==> config.mk <==
export PLATFORM = sky130hd
export DESIGN_NAME = gpio_ctrl_flat
export DESIGN_NICKNAME = d
export VERILOG_FILES = /design/src/rtl/gpio_pkg.sv /design/src/rtl/gpio_if.sv /design/src/rtl/gpio_sync.sv /design/src/rtl/gpio_ctrl.sv /design/src/flat_wrapper.sv
export SDC_FILE = /design/constraint.sdc
export NUM_CORES = 1
export LEC_CHECK = 0
export ABC_CLOCK_PERIOD_IN_PS = 3220
export BUFFER_PORTS_ARGS = -buffer_cell sky130_fd_sc_hd__buf_2
export CAP_MARGIN = 0
export CORE_ASPECT_RATIO = 1.1
export CORE_MARGIN = 2
export CORE_UTILIZATION = 53
export DETAILED_ROUTE_END_ITERATION = 7
export PLACE_DENSITY = 0.85
export SYNTH_ARGS = -nofsm -noshare
export SYNTH_HDL_FRONTEND = slang
export SYNTH_HIERARCHICAL = 1
export SYNTH_SLANG_ARGS = --single-unit
==> constraint.sdc <==
create_clock -name clk -period 3.22 [get_ports clk]
set_input_delay 0.322 -clock clk [delete_from_list [all_inputs] [get_ports clk]]
set_output_delay 0.322 -clock clk [all_outputs]
set_load 0.02 [all_outputs]
==> src/rtl/gpio_pkg.sv <==
`default_nettype none
// ============================================================================
// Module      : gpio_pkg
// Description : Register map, window base and decode helper for gpio_ctrl.
// Revision    : 1.0 - initial release
// ============================================================================
package gpio_pkg;

   localparam logic [19:0] GPIO_BASE = 20'hF0000;

   localparam logic [11:0] GPIO_DOUT = 12'h000;
   localparam logic [11:0] GPIO_OE   = 12'h004;
   localparam logic [11:0] GPIO_DIN  = 12'h008;
   localparam logic [11:0] GPIO_SET  = 12'h00C;
   localparam logic [11:0] GPIO_CLR  = 12'h010;
   localparam logic [11:0] GPIO_TGL  = 12'h014;
   localparam logic [11:0] GPIO_EDGE = 12'h018;

   typedef enum logic [2:0] {
      REG_DOUT = 3'd0,
      REG_OE   = 3'd1,
      REG_DIN  = 3'd2,
      REG_SET  = 3'd3,
      REG_CLR  = 3'd4,
      REG_TGL  = 3'd5,
      REG_EDGE = 3'd6,
      REG_NONE = 3'd7
   } gpio_reg_e;

   // Takes the word index (byte offset bits 11:2); byte-within-word is never decoded.
   function automatic gpio_reg_e gpio_decode(input logic [9:0] word);
      gpio_reg_e r;
      case (word)
         GPIO_DOUT[11:2]: r = REG_DOUT;
         GPIO_OE[11:2]:   r = REG_OE;
         GPIO_DIN[11:2]:  r = REG_DIN;
         GPIO_SET[11:2]:  r = REG_SET;
         GPIO_CLR[11:2]:  r = REG_CLR;
         GPIO_TGL[11:2]:  r = REG_TGL;
         GPIO_EDGE[11:2]: r = REG_EDGE;
         default:         r = REG_NONE;
      endcase
      return r;
   endfunction

endpackage
`default_nettype wire

==> src/rtl/gpio_if.sv <==
`default_nettype none
// ============================================================================
// Module      : gpio_if
// Description : CPU command/response bus as seen by the GPIO window.
// Revision    : 1.0 - initial release
// ============================================================================
interface gpio_if;

   logic        mem_cmd_sel;
   logic        mem_cmd_valid;
   logic        mem_cmd_wr;
   logic [11:0] mem_cmd_addr;
   logic [31:0] mem_cmd_wdata;
   logic        mem_rsp_ready;
   logic [31:0] mem_rsp_rdata;

   modport master (
      output mem_cmd_sel, mem_cmd_valid, mem_cmd_wr, mem_cmd_addr, mem_cmd_wdata,
      input  mem_rsp_ready, mem_rsp_rdata
   );

   modport slave (
      input  mem_cmd_sel, mem_cmd_valid, mem_cmd_wr, mem_cmd_addr, mem_cmd_wdata,
      output mem_rsp_ready, mem_rsp_rdata
   );

endinterface
`default_nettype wire

==> src/rtl/gpio_sync.sv <==
`default_nettype none
// ============================================================================
// Module      : gpio_sync
// Description : N-bit 2-flop synchroniser with a delayed copy for rise detect.
// Revision    : 1.0 - initial release
// ============================================================================
module gpio_sync #(
   parameter int WIDTH = 8
) (
   input  logic             clk,
   input  logic             reset_,
   input  logic [WIDTH-1:0] async_in,
   output logic [WIDTH-1:0] sync_out,
   output logic [WIDTH-1:0] rise_out
);

   logic [WIDTH-1:0] r_meta;
   logic [WIDTH-1:0] r_sync;
   logic [WIDTH-1:0] r_dly;

   always_ff @(posedge clk or posedge reset_) begin
      if (reset_) begin
         r_meta <= '0;
         r_sync <= '0;
         r_dly  <= '0;
      end else begin
         r_meta <= async_in;
         r_sync <= r_meta;
         r_dly  <= r_sync;
      end
   end

   assign sync_out = r_sync;
   assign rise_out = r_sync & ~r_dly;

endmodule
`default_nettype wire

==> src/rtl/gpio_ctrl.sv <==
`default_nettype none
// ============================================================================
// Module      : gpio_ctrl
// Description : Memory-mapped GPIO: DOUT/OE, synchronised DIN, SET/CLR/TGL, EDGE.
// Revision    : 1.0 - initial release
// ============================================================================
module gpio_ctrl
   import gpio_pkg::*;
#(
   parameter int NR_GPIOS = 8
) (
   input  logic                clk,
   input  logic                reset_,
   gpio_if.slave               bus,
   output logic [NR_GPIOS-1:0] gpio_oe,
   output logic [NR_GPIOS-1:0] gpio_do,
   input  logic [NR_GPIOS-1:0] gpio_di
);

   logic                w_acc;
   logic                w_rd;
   logic                w_wr;
   gpio_reg_e           w_reg;
   logic [NR_GPIOS-1:0] w_wdata;
   logic [NR_GPIOS-1:0] w_din_s;
   logic [NR_GPIOS-1:0] w_rise;
   logic [NR_GPIOS-1:0] w_dout_nxt;
   logic [NR_GPIOS-1:0] w_edge_clr;
   logic [31:0]         w_rdata;
   logic                w_unused_bits;

   logic [NR_GPIOS-1:0] r_dout;
   logic [NR_GPIOS-1:0] r_oe;
   logic [NR_GPIOS-1:0] r_edge;
   logic                r_rsp_ready;
   logic [31:0]         r_rsp_rdata;

   gpio_sync #(.WIDTH(NR_GPIOS)) u_sync (
      .clk      (clk),
      .reset_   (reset_),
      .async_in (gpio_di),
      .sync_out (w_din_s),
      .rise_out (w_rise)
   );

   assign w_acc   = bus.mem_cmd_valid & bus.mem_cmd_sel;
   assign w_rd    = w_acc & ~bus.mem_cmd_wr;
   assign w_wr    = w_acc &  bus.mem_cmd_wr;
   assign w_reg   = gpio_decode(bus.mem_cmd_addr[11:2]);
   assign w_wdata = bus.mem_cmd_wdata[NR_GPIOS-1:0];

   assign w_unused_bits = ^{bus.mem_cmd_addr[1:0], bus.mem_cmd_wdata};

   always_comb begin
      w_rdata = '0;
      case (w_reg)
         REG_DOUT: w_rdata[NR_GPIOS-1:0] = r_dout;
         REG_OE:   w_rdata[NR_GPIOS-1:0] = r_oe;
         REG_DIN:  w_rdata[NR_GPIOS-1:0] = w_din_s;
         REG_EDGE: w_rdata[NR_GPIOS-1:0] = r_edge;
         default:  w_rdata = '0;
      endcase
   end

   // Atomic ops read the live DOUT, so consecutive SET/CLR/TGL compose cleanly.
   always_comb begin
      w_dout_nxt = r_dout;
      if (w_wr) begin
         case (w_reg)
            REG_DOUT: w_dout_nxt = w_wdata;
            REG_SET:  w_dout_nxt = r_dout | w_wdata;
            REG_CLR:  w_dout_nxt = r_dout & ~w_wdata;
            REG_TGL:  w_dout_nxt = r_dout ^ w_wdata;
            default:  w_dout_nxt = r_dout;
         endcase
      end
   end

   assign w_edge_clr = (w_wr && (w_reg == REG_EDGE)) ? w_wdata : '0;

   always_ff @(posedge clk or posedge reset_) begin
      if (reset_) begin
         r_dout      <= '0;
         r_oe        <= '0;
         r_edge      <= '0;
         r_rsp_ready <= 1'b0;
         r_rsp_rdata <= '0;
      end else begin
         r_dout      <= w_dout_nxt;
         if (w_wr && (w_reg == REG_OE))
            r_oe <= w_wdata;
         // OR-ing the rise after the clear lets a same-cycle edge survive a W1C.
         r_edge      <= (r_edge & ~w_edge_clr) | w_rise;
         r_rsp_ready <= w_rd;
         if (w_rd)
            r_rsp_rdata <= w_rdata;
      end
   end

   assign bus.mem_rsp_ready = r_rsp_ready;
   assign bus.mem_rsp_rdata = r_rsp_rdata;
   assign gpio_do           = r_dout;
   assign gpio_oe           = r_oe;

endmodule
`default_nettype wire

==> src/flat_wrapper.sv <==
// flat-port wrapper written by rule: the top's interface ports become plain ports
module gpio_ctrl_flat import gpio_pkg::*;
#(
   parameter int NR_GPIOS = 8
)
  (clk, reset_, gpio_oe, gpio_do, gpio_di, bus_mem_cmd_sel, bus_mem_cmd_valid, bus_mem_cmd_wr, bus_mem_cmd_addr, bus_mem_cmd_wdata, bus_mem_rsp_ready, bus_mem_rsp_rdata);
  gpio_if bus_i ();
  input  logic clk;
  input  logic reset_;
  output logic [NR_GPIOS-1:0] gpio_oe;
  output logic [NR_GPIOS-1:0] gpio_do;
  input  logic [NR_GPIOS-1:0] gpio_di;
  input wire logic [$bits(bus_i.mem_cmd_sel)-1:0] bus_mem_cmd_sel;
  input wire logic [$bits(bus_i.mem_cmd_valid)-1:0] bus_mem_cmd_valid;
  input wire logic [$bits(bus_i.mem_cmd_wr)-1:0] bus_mem_cmd_wr;
  input wire logic [$bits(bus_i.mem_cmd_addr)-1:0] bus_mem_cmd_addr;
  input wire logic [$bits(bus_i.mem_cmd_wdata)-1:0] bus_mem_cmd_wdata;
  output wire logic [$bits(bus_i.mem_rsp_ready)-1:0] bus_mem_rsp_ready;
  output wire logic [$bits(bus_i.mem_rsp_rdata)-1:0] bus_mem_rsp_rdata;
  assign bus_i.mem_cmd_sel = bus_mem_cmd_sel;
  assign bus_i.mem_cmd_valid = bus_mem_cmd_valid;
  assign bus_i.mem_cmd_wr = bus_mem_cmd_wr;
  assign bus_i.mem_cmd_addr = bus_mem_cmd_addr;
  assign bus_i.mem_cmd_wdata = bus_mem_cmd_wdata;
  assign bus_mem_rsp_ready = bus_i.mem_rsp_ready;
  assign bus_mem_rsp_rdata = bus_i.mem_rsp_rdata;
  gpio_ctrl #(.NR_GPIOS(NR_GPIOS)) u_core (.clk(clk), .reset_(reset_), .bus(bus_i), .gpio_oe(gpio_oe), .gpio_do(gpio_do), .gpio_di(gpio_di));
endmodule
==> summary.txt, run 1 <==
Run status
  • Status: finished clean

Critical path
  • CP required: 3430 ps
  • R2R depth: 6
  • R2r startpoint: u_core/gpio_do[6]
  • Most frequent CP cell: or3_1
  • Worst path top cell family by delay: simple AND/OR/NAND/NOR gates
  • Critical-path cell list: buf_2, or4_1, or3_1, or3_1, mux2_4
  • Critical Path Source Type: input port
  • R2R setup slack: 1820 ps
  • CP max stage cell: or3_1
  • Reg2reg end: u_core/gpio_do[6]
  • CP peak stage delay: 670 ps
  • Worst Setup End Kind: register
  • Crit path DAT: 2580 ps
  • Worst path bufs/invs: 1
  • Crit path kind: input port to register
  • CP Max Fanout: 9

Run
  • MaxCap Viol Count: 0

Drt
  • Avg Vias per Cell: 5.33
  • Post-Route WL: 6140 µm
  • Detail Route Antenna Nets: 0
  • WL per Instance: 15.8 µm
  • # DRC: 0
  • Vias: 2072
  • Number of detailed-route iterations in the first pass: 4
  • Starting DRT DRC Count: 126

Clock network
  • CTS Buf Count: 9
  • CTS tree: done
  • # Post-CTS Setup Buffers: 0
  • Clk Latency, worst-skew pair: 340 ps
  • H-tree levels: 3
  • CTS Root Cell: clkbuf_8
  • Hold_buf cts: 0
  • Clk sinks: 57
  • Bufs on Longest Clock Path: 2
  • CTS clk-pin slew, worst paths: 70 ps
  • Resized cells post-CTS: 0

Layout
  • Area growth syn-to-layout: 15.7%
  • # diodes: 0
  • Fraction of layout cells with a size suffix above 1: 0.290
  • Final-stage net count: 383
  • Finished Layout Cells: 389
  • Core Util, Final: 0.632

STA
  • Clock Skew: 8.96 ps
  • Final min period: 2360 ps
  • Max Slew Vio Count: 0
  • Final worst path period share: 0.733
  • F_max: 424 MHz
  • Slew HR: 0.390
  • Final Hold Vio Count: 0
  • Setup TNS: 0 ps
  • Final Setup Violations: 0
  • RSZ-0062 raised after global routing: false
  • Worst slew pin tran: 914 ps

Logic synthesis
  • Instance count of the mapped netlist: 251
  • Area contributors post-synth: dfrtp_1 49%, mux2i_1 8.2%, ha_1 6.8%, buf_4 6.2%, mux2_4 4.1%
  • Area leader, netlist: dfrtp_1
  • Synthesized area per cell: 11.7 µm²
  • Post-synthesis cell area: 2930 µm²
  • Netlist cell types: 33
  • Yosys warns: 6
  • Top-area cell type share of the netlist area: 0.487
  • Synthesis-stage register bit count: 57
  • Seq/Total Area, Yosys: 0.487

Floorplan
  • Die Ht: 82.0 µm
  • Initial Util: 0.546
  • Rows: 28
  • Ports: 106
  • Core area: 5360 µm²
  • Die area: 6140 µm²
  • Die X-Extent: 74.9 µm

Placed design
  • Inst Count DP: 374
  • Port bufs: 55
  • Routability congestion estimate from global placement: 0.815
  • Hpwl dp: 4240 µm

Global route
  • Grt ovf: 0
  • Total global-route track usage: 0.220
  • First-pass GRT wire length: 9740 µm
  • Vias in the first global route: 2125
  • Initial antenna violation count: 0
  • Largest net degree at the start of global routing: 25

Min path
  • Hold WC Path Type: input port to async pin

Pwr
  • Maximum vdd ir drop: 0.386 mV
  • Power density over the cells: 456 nW/µm²
  • Leakage Power: 1.76 nW
## flip-flops by register name, indices dropped and copies added (netlist names)
register                  flops
u_core/bus.mem_rsp_rdata      8
u_core/gpio_do                8
u_core/gpio_oe                8
u_core/r_edge                 8
u_core/u_sync/r_dly           8
u_core/u_sync/r_meta          8
u_core/u_sync/sync_out        8
u_core/bus.mem_rsp_ready      1
## synthesized netlist by cell type
| cell type | instances |
|---|---|
| nor2_1 | 1 |
| mux2i_1 | 24 |
| buf_2 | 1 |
| nor4_1 | 2 |
| inv_1 | 19 |
| buf_1 | 3 |
| buf_6 | 1 |
| o31ai_1 | 1 |
| o211a_1 | 1 |
| or3_1 | 4 |
| buf_4 | 24 |
| nand3_1 | 1 |
| and3b_1 | 1 |
| ha_1 | 16 |
| a21o_1 | 8 |
| or2_2 | 1 |
| nand2_1 | 9 |
| mux2_4 | 8 |
| nand3b_1 | 2 |
| o22ai_1 | 8 |
| nor3_1 | 1 |
| a22oi_1 | 7 |
| dfrtp_1 | 57 |
| nand2b_1 | 2 |
| xnor2_1 | 1 |
| nor2b_1 | 1 |
| clkbuf_1 | 5 |
| nor2b_4 | 8 |
| or4_1 | 1 |
| a2111oi_1 | 1 |
| a22o_1 | 9 |
| o21ai_0 | 22 |
| conb_1 | 1 |
## layout make-up
| type | count | area (µm²) |
|---|---|---|
| Clock inverter | 1 | 7.51 |
| Inverter | 19 | 71.3 |
| Fill cell | 461 | 1970 |
| Timing Repair Buffer | 59 | 305 |
| Multi-Input combinational cell | 164 | 1290 |
| Sequential cell | 57 | 1430 |
| Tap cell | 75 | 93.8 |
| Clock buffer | 14 | 193 |
## placed cells by master, fill, tap and decap left out, types with 7 or more instances in the layout
cell type  instances
nand2_1            9
dfrtp_1           57
o21ai_0           22
o22ai_1            8
nor2b_4            8
mux2i_1           24
clkbuf_8          14
mux2_4             8
a21o_1             8
a22oi_1            7
conb_1            24
buf_2             55
a22o_1             9
inv_1             19
ha_1              16
## where the power goes
part | internal [W] | total (W) | switching, W
clock | 0.000380 | 0.000649 | 0.000269
combinational | 0.0000524 | 0.000149 | 0.0000963
sequential | 0.000734 | 0.000746 | 0.0000121
total | 0.00117 | 0.00154 | 0.000378
## through the flow
step | setup slack [ps] | hold slack [ps] | power (W) | area (µm²)
6_report | 859 | 81.1 | 0.00154 | 3390
5_1_grt | 836 | 72.4 | 0.00160 | 3390
4_1_cts | 901 | 74.7 | 0.00156 | 3390
3_5_place_dp | 555 | 338 | 0.000908 | 3190
3_3_place_gp | 573 | 333 | 0.000902 | 3190
2_1_floorplan | 985 | 331 | 0.000880 | 3010
## worst reg2reg max path: stages, from the launching register on
cell and delay, ps:
dfrtp_1 410, inv_1 70, ha_1 290, mux2i_1 180, a22oi_1 90, o21ai_0 130, o21ai_0 100
## layer usage
metal  routed length (µm)  GRT usage
met5                    0          0
met1                 2610      0.280
met2                 2930      0.337
met3                  414     0.0613
met4                  185      0.121
## how the worst max path moves through the flow
stage                   startpoint                 to  slack, ps  cells past startpoint
6_report       bus_mem_cmd_addr[8]  u_core/gpio_oe[6]        860                      5
5_1_grt        bus_mem_cmd_addr[8]  u_core/gpio_oe[6]        840                      5
3_5_place_dp   bus_mem_cmd_addr[8]  u_core/gpio_oe[5]        560                      5
3_3_place_gp   bus_mem_cmd_addr[8]  u_core/gpio_oe[2]        570                      5
2_1_floorplan  bus_mem_cmd_addr[8]  u_core/gpio_oe[0]        990                      6
4_1_cts        bus_mem_cmd_addr[8]  u_core/gpio_oe[6]        900                      5
## kinds of logic (layout without fill, tap and decap cells)
logic type / count (synthesis) / in the layout / share of synthesized area
buf+inv: 53 / 93 / 0.102
mux: 32 / 32 / 0.123
xor+xnor: 1 / 1 / 0.00299
simple gates: 34 / 34 / 0.0859
other cells: 1 / 24 / 0.00128
compound gates: 57 / 57 / 0.129
fa+ha+maj: 16 / 16 / 0.0684
flops: 57 / 57 / 0.487
No activity file was read; power rests on OpenSTA's default activity.
==> inputs of run 2 (changes only) <==
--- a/config.mk
+++ b/config.mk
@@ -5,14 +5,14 @@
 export SDC_FILE = /design/constraint.sdc
 export NUM_CORES = 1
 export LEC_CHECK = 0
-export ABC_CLOCK_PERIOD_IN_PS = 3220
+export ABC_CLOCK_PERIOD_IN_PS = 1900
 export BUFFER_PORTS_ARGS = -buffer_cell sky130_fd_sc_hd__buf_2
 export CAP_MARGIN = 0
 export CORE_ASPECT_RATIO = 1.1
 export CORE_MARGIN = 2
-export CORE_UTILIZATION = 53
+export CORE_UTILIZATION = 45
 export DETAILED_ROUTE_END_ITERATION = 7
-export PLACE_DENSITY = 0.85
+export PLACE_DENSITY = 0.76
 export SYNTH_ARGS = -nofsm -noshare
 export SYNTH_HDL_FRONTEND = slang
 export SYNTH_HIERARCHICAL = 1
==> constraint.sdc (replaced) <==
create_clock -name clk -period 1.9 [get_ports clk]
set_input_delay 0.19 -clock clk [delete_from_list [all_inputs] [get_ports clk]]
set_output_delay 0.19 -clock clk [all_outputs]
set_load 0.02 [all_outputs]
==> summary.txt, run 2 (synthesis gave the netlist of run 1 again) <==
Drt
  • Post-Route WL: 6580 µm
  • Vias: 2142
  • WL per Instance: 15.9 µm
  • Avg Vias per Cell: 5.19
  • Detail Route Antenna Nets: 0
  • Starting DRT DRC Count: 306
  • # DRC: 0
  • Number of detailed-route iterations in the first pass: 4

Critical path
  • Crit path kind: input port to register
  • Crit path to: u_core/gpio_oe[6]
  • Crit path DAT: 2050 ps
  • CP Max Fanout: 8
  • CP peak stage delay: 520 ps
  • Reg2reg end: u_core/gpio_do[5]
  • Critical Path Source Type: input port
  • Critical Path Start: bus_mem_cmd_addr[8]
  • R2R setup slack: 580 ps
  • Critical-path cell list: buf_2, or4_4, or3_1, or3_1, buf_4, mux2_4
  • Worst path bufs/invs: 2
  • Most frequent CP cell: or3_1
  • R2r startpoint: u_core/gpio_do[5]
  • WP depth: 6
  • Worst path top cell family by delay: simple AND/OR/NAND/NOR gates
  • CP required: 2110 ps
  • R2R depth: 6
  • CP max stage cell: or4_4
  • Worst Setup End Kind: register

Placed design
  • Inst Count DP: 388
  • Port bufs: 55
  • Post-Place Worst Slack: -253 ps
  • Routability congestion estimate from global placement: 0.808
  • Hpwl dp: 4520 µm

Clock network
  • Clk sinks: 57
  • CTS Buf Count: 9
  • CTS Root Cell: clkbuf_8
  • H-tree levels: 3
  • Resized cells post-CTS: 0
  • Clk Latency, worst-skew pair: 330 ps
  • CTS tree: done
  • CTS clk-pin slew, worst paths: 70 ps
  • Bufs on Longest Clock Path: 2

Pwr
  • Maximum vdd ir drop: 0.431 mV
  • Internal power: 0.00226 W
  • Sequential power share: 0.434
  • Power density over the cells: 810 nW/µm²
  • Net switching power: 0.000657 W
  • Leakage Power: 1.86 nW
  • Comb pwr share: 0.096
  • Net Sw Frac: 0.225
  • Overall power: 0.00292 W
  • Clock share of power: 0.470

Floorplan
  • Die area: 7170 µm²
  • Die Ht: 88.6 µm
  • Die X-Extent: 80.9 µm
  • Rows: 30
  • Core area: 6230 µm²
  • Ports: 106
  • Initial Util: 0.470

STA
  • Max Slew Vio Count: 0
  • F_max: 545 MHz
  • Worst Slack Setup Final: 66.6 ps
  • Setup TNS: 0 ps
  • Final min period: 1830 ps
  • Final Setup Violations: 0
  • Final worst path period share: 0.965
  • Clock Skew: 8.42 ps
  • RSZ-0062 raised after global routing: false
  • Final Hold Vio Count: 0

Layout
  • Finished Layout Cells: 413
  • Storage cell area: 1430 µm²
  • Multi-input logic area: 1290 µm²
  • Core Util, Final: 0.578
  • Most frequent cells in the layout: 57 x dfrtp_1, 55 x buf_2, 24 x mux2i_1, 24 x conb_1, 22 x o21ai_0
  • Most common cell after layout, fill and taps aside: dfrtp_1
  • # diodes: 0
  • Fraction of layout cells with a size suffix above 1: 0.303
  • Area growth syn-to-layout: 22.9%
  • Final-stage net count: 401
  • Fill cells: 539

Global route
  • GR Util met1: 0.243
  • Met3 Use GR: 0.0429
  • GRT busiest layer: met2
  • Total global-route track usage: 0.199
  • Vias in the first global route: 2213
  • Grt ovf: 0
  • First-pass GRT wire length: 10500 µm
  • Largest net degree at the start of global routing: 34
  • Initial antenna violation count: 0
  • Met2 Usage GRT: 0.325

Run status
  • Status: finished clean

Min path
  • Hold WC Path Type: input port to register

Run
  • MaxCap Viol Count: 0
==> run 2: cell types whose count changed in the layout (fill, tap and decap cells not counted), sizes merged <==
cell | previous run | this run
clkinv | 0 | 1
clkbuf | 14 | 11
buf | 59 | 68
dlygate4sd3 | 0 | 9
bufinv | 0 | 3
==> run 2: cell type report <==
cell class,count,share of cell area
clock inverters,5,0.0285
inverters,19,0.0198
well taps,80,0.0278
repair buffers,77,0.129
multi-input cells,164,0.360
flip-flops and latches,57,0.396
clock buffers,11,0.0393
==> run 2: per-stage QoR <==
step           hold WS (ps)  cell area, µm²
3_3_place_gp            256            3260
5_1_grt                 148            3600
6_report                149            3600
2_1_floorplan           205            3020
4_1_cts                 137            3600
3_5_place_dp            256            3260
==> run 2: worst min-delay path by stage <==
stage	from	to	slack, ps	depth (start not counted)
after floorplan	reset_	u_core/u_sync/r_dly[0]	200	1
after global placement	reset_	u_core/u_sync/r_meta[1]	260	3
after detailed placement	reset_	u_core/u_sync/sync_out[1]	260	3
after CTS	bus_mem_cmd_wdata[7]	u_core/gpio_oe[7]	140	2
after global routing	bus_mem_cmd_wdata[0]	u_core/gpio_oe[0]	150	2
final	bus_mem_cmd_wdata[7]	u_core/gpio_oe[7]	150	2
==> run 2: timing repair <==
| action | 4_1_cts | 5_1_grt |
|---|---|---|
| hold buffers | 9 | 0 |
| setup buffers | 0 | 0 |
| endpoints found under the hold margin | 65 | 0 |
==> run 2: power by group through the flow <==
| stage | combinational [W] | sequential, W | clock [W] |
|---|---|---|---|
| 2_1_floorplan | 0.000204 | 0.00129 | 0 |
| 3_3_place_gp | 0.000257 | 0.00128 | 0 |
| 3_5_place_dp | 0.000265 | 0.00129 | 0 |
| 4_1_cts | 0.000280 | 0.00126 | 0.00140 |
| 5_1_grt | 0.000307 | 0.00127 | 0.00146 |
| 6_report | 0.000280 | 0.00126 | 0.00137 |
==> run 2: per-layer routing <==
layer	part of all wire	up-vias
met3	0.062	20
met1	0.42	1056
met2	0.50	83
li1	-	983
met4	0.026	0
met5	0	-
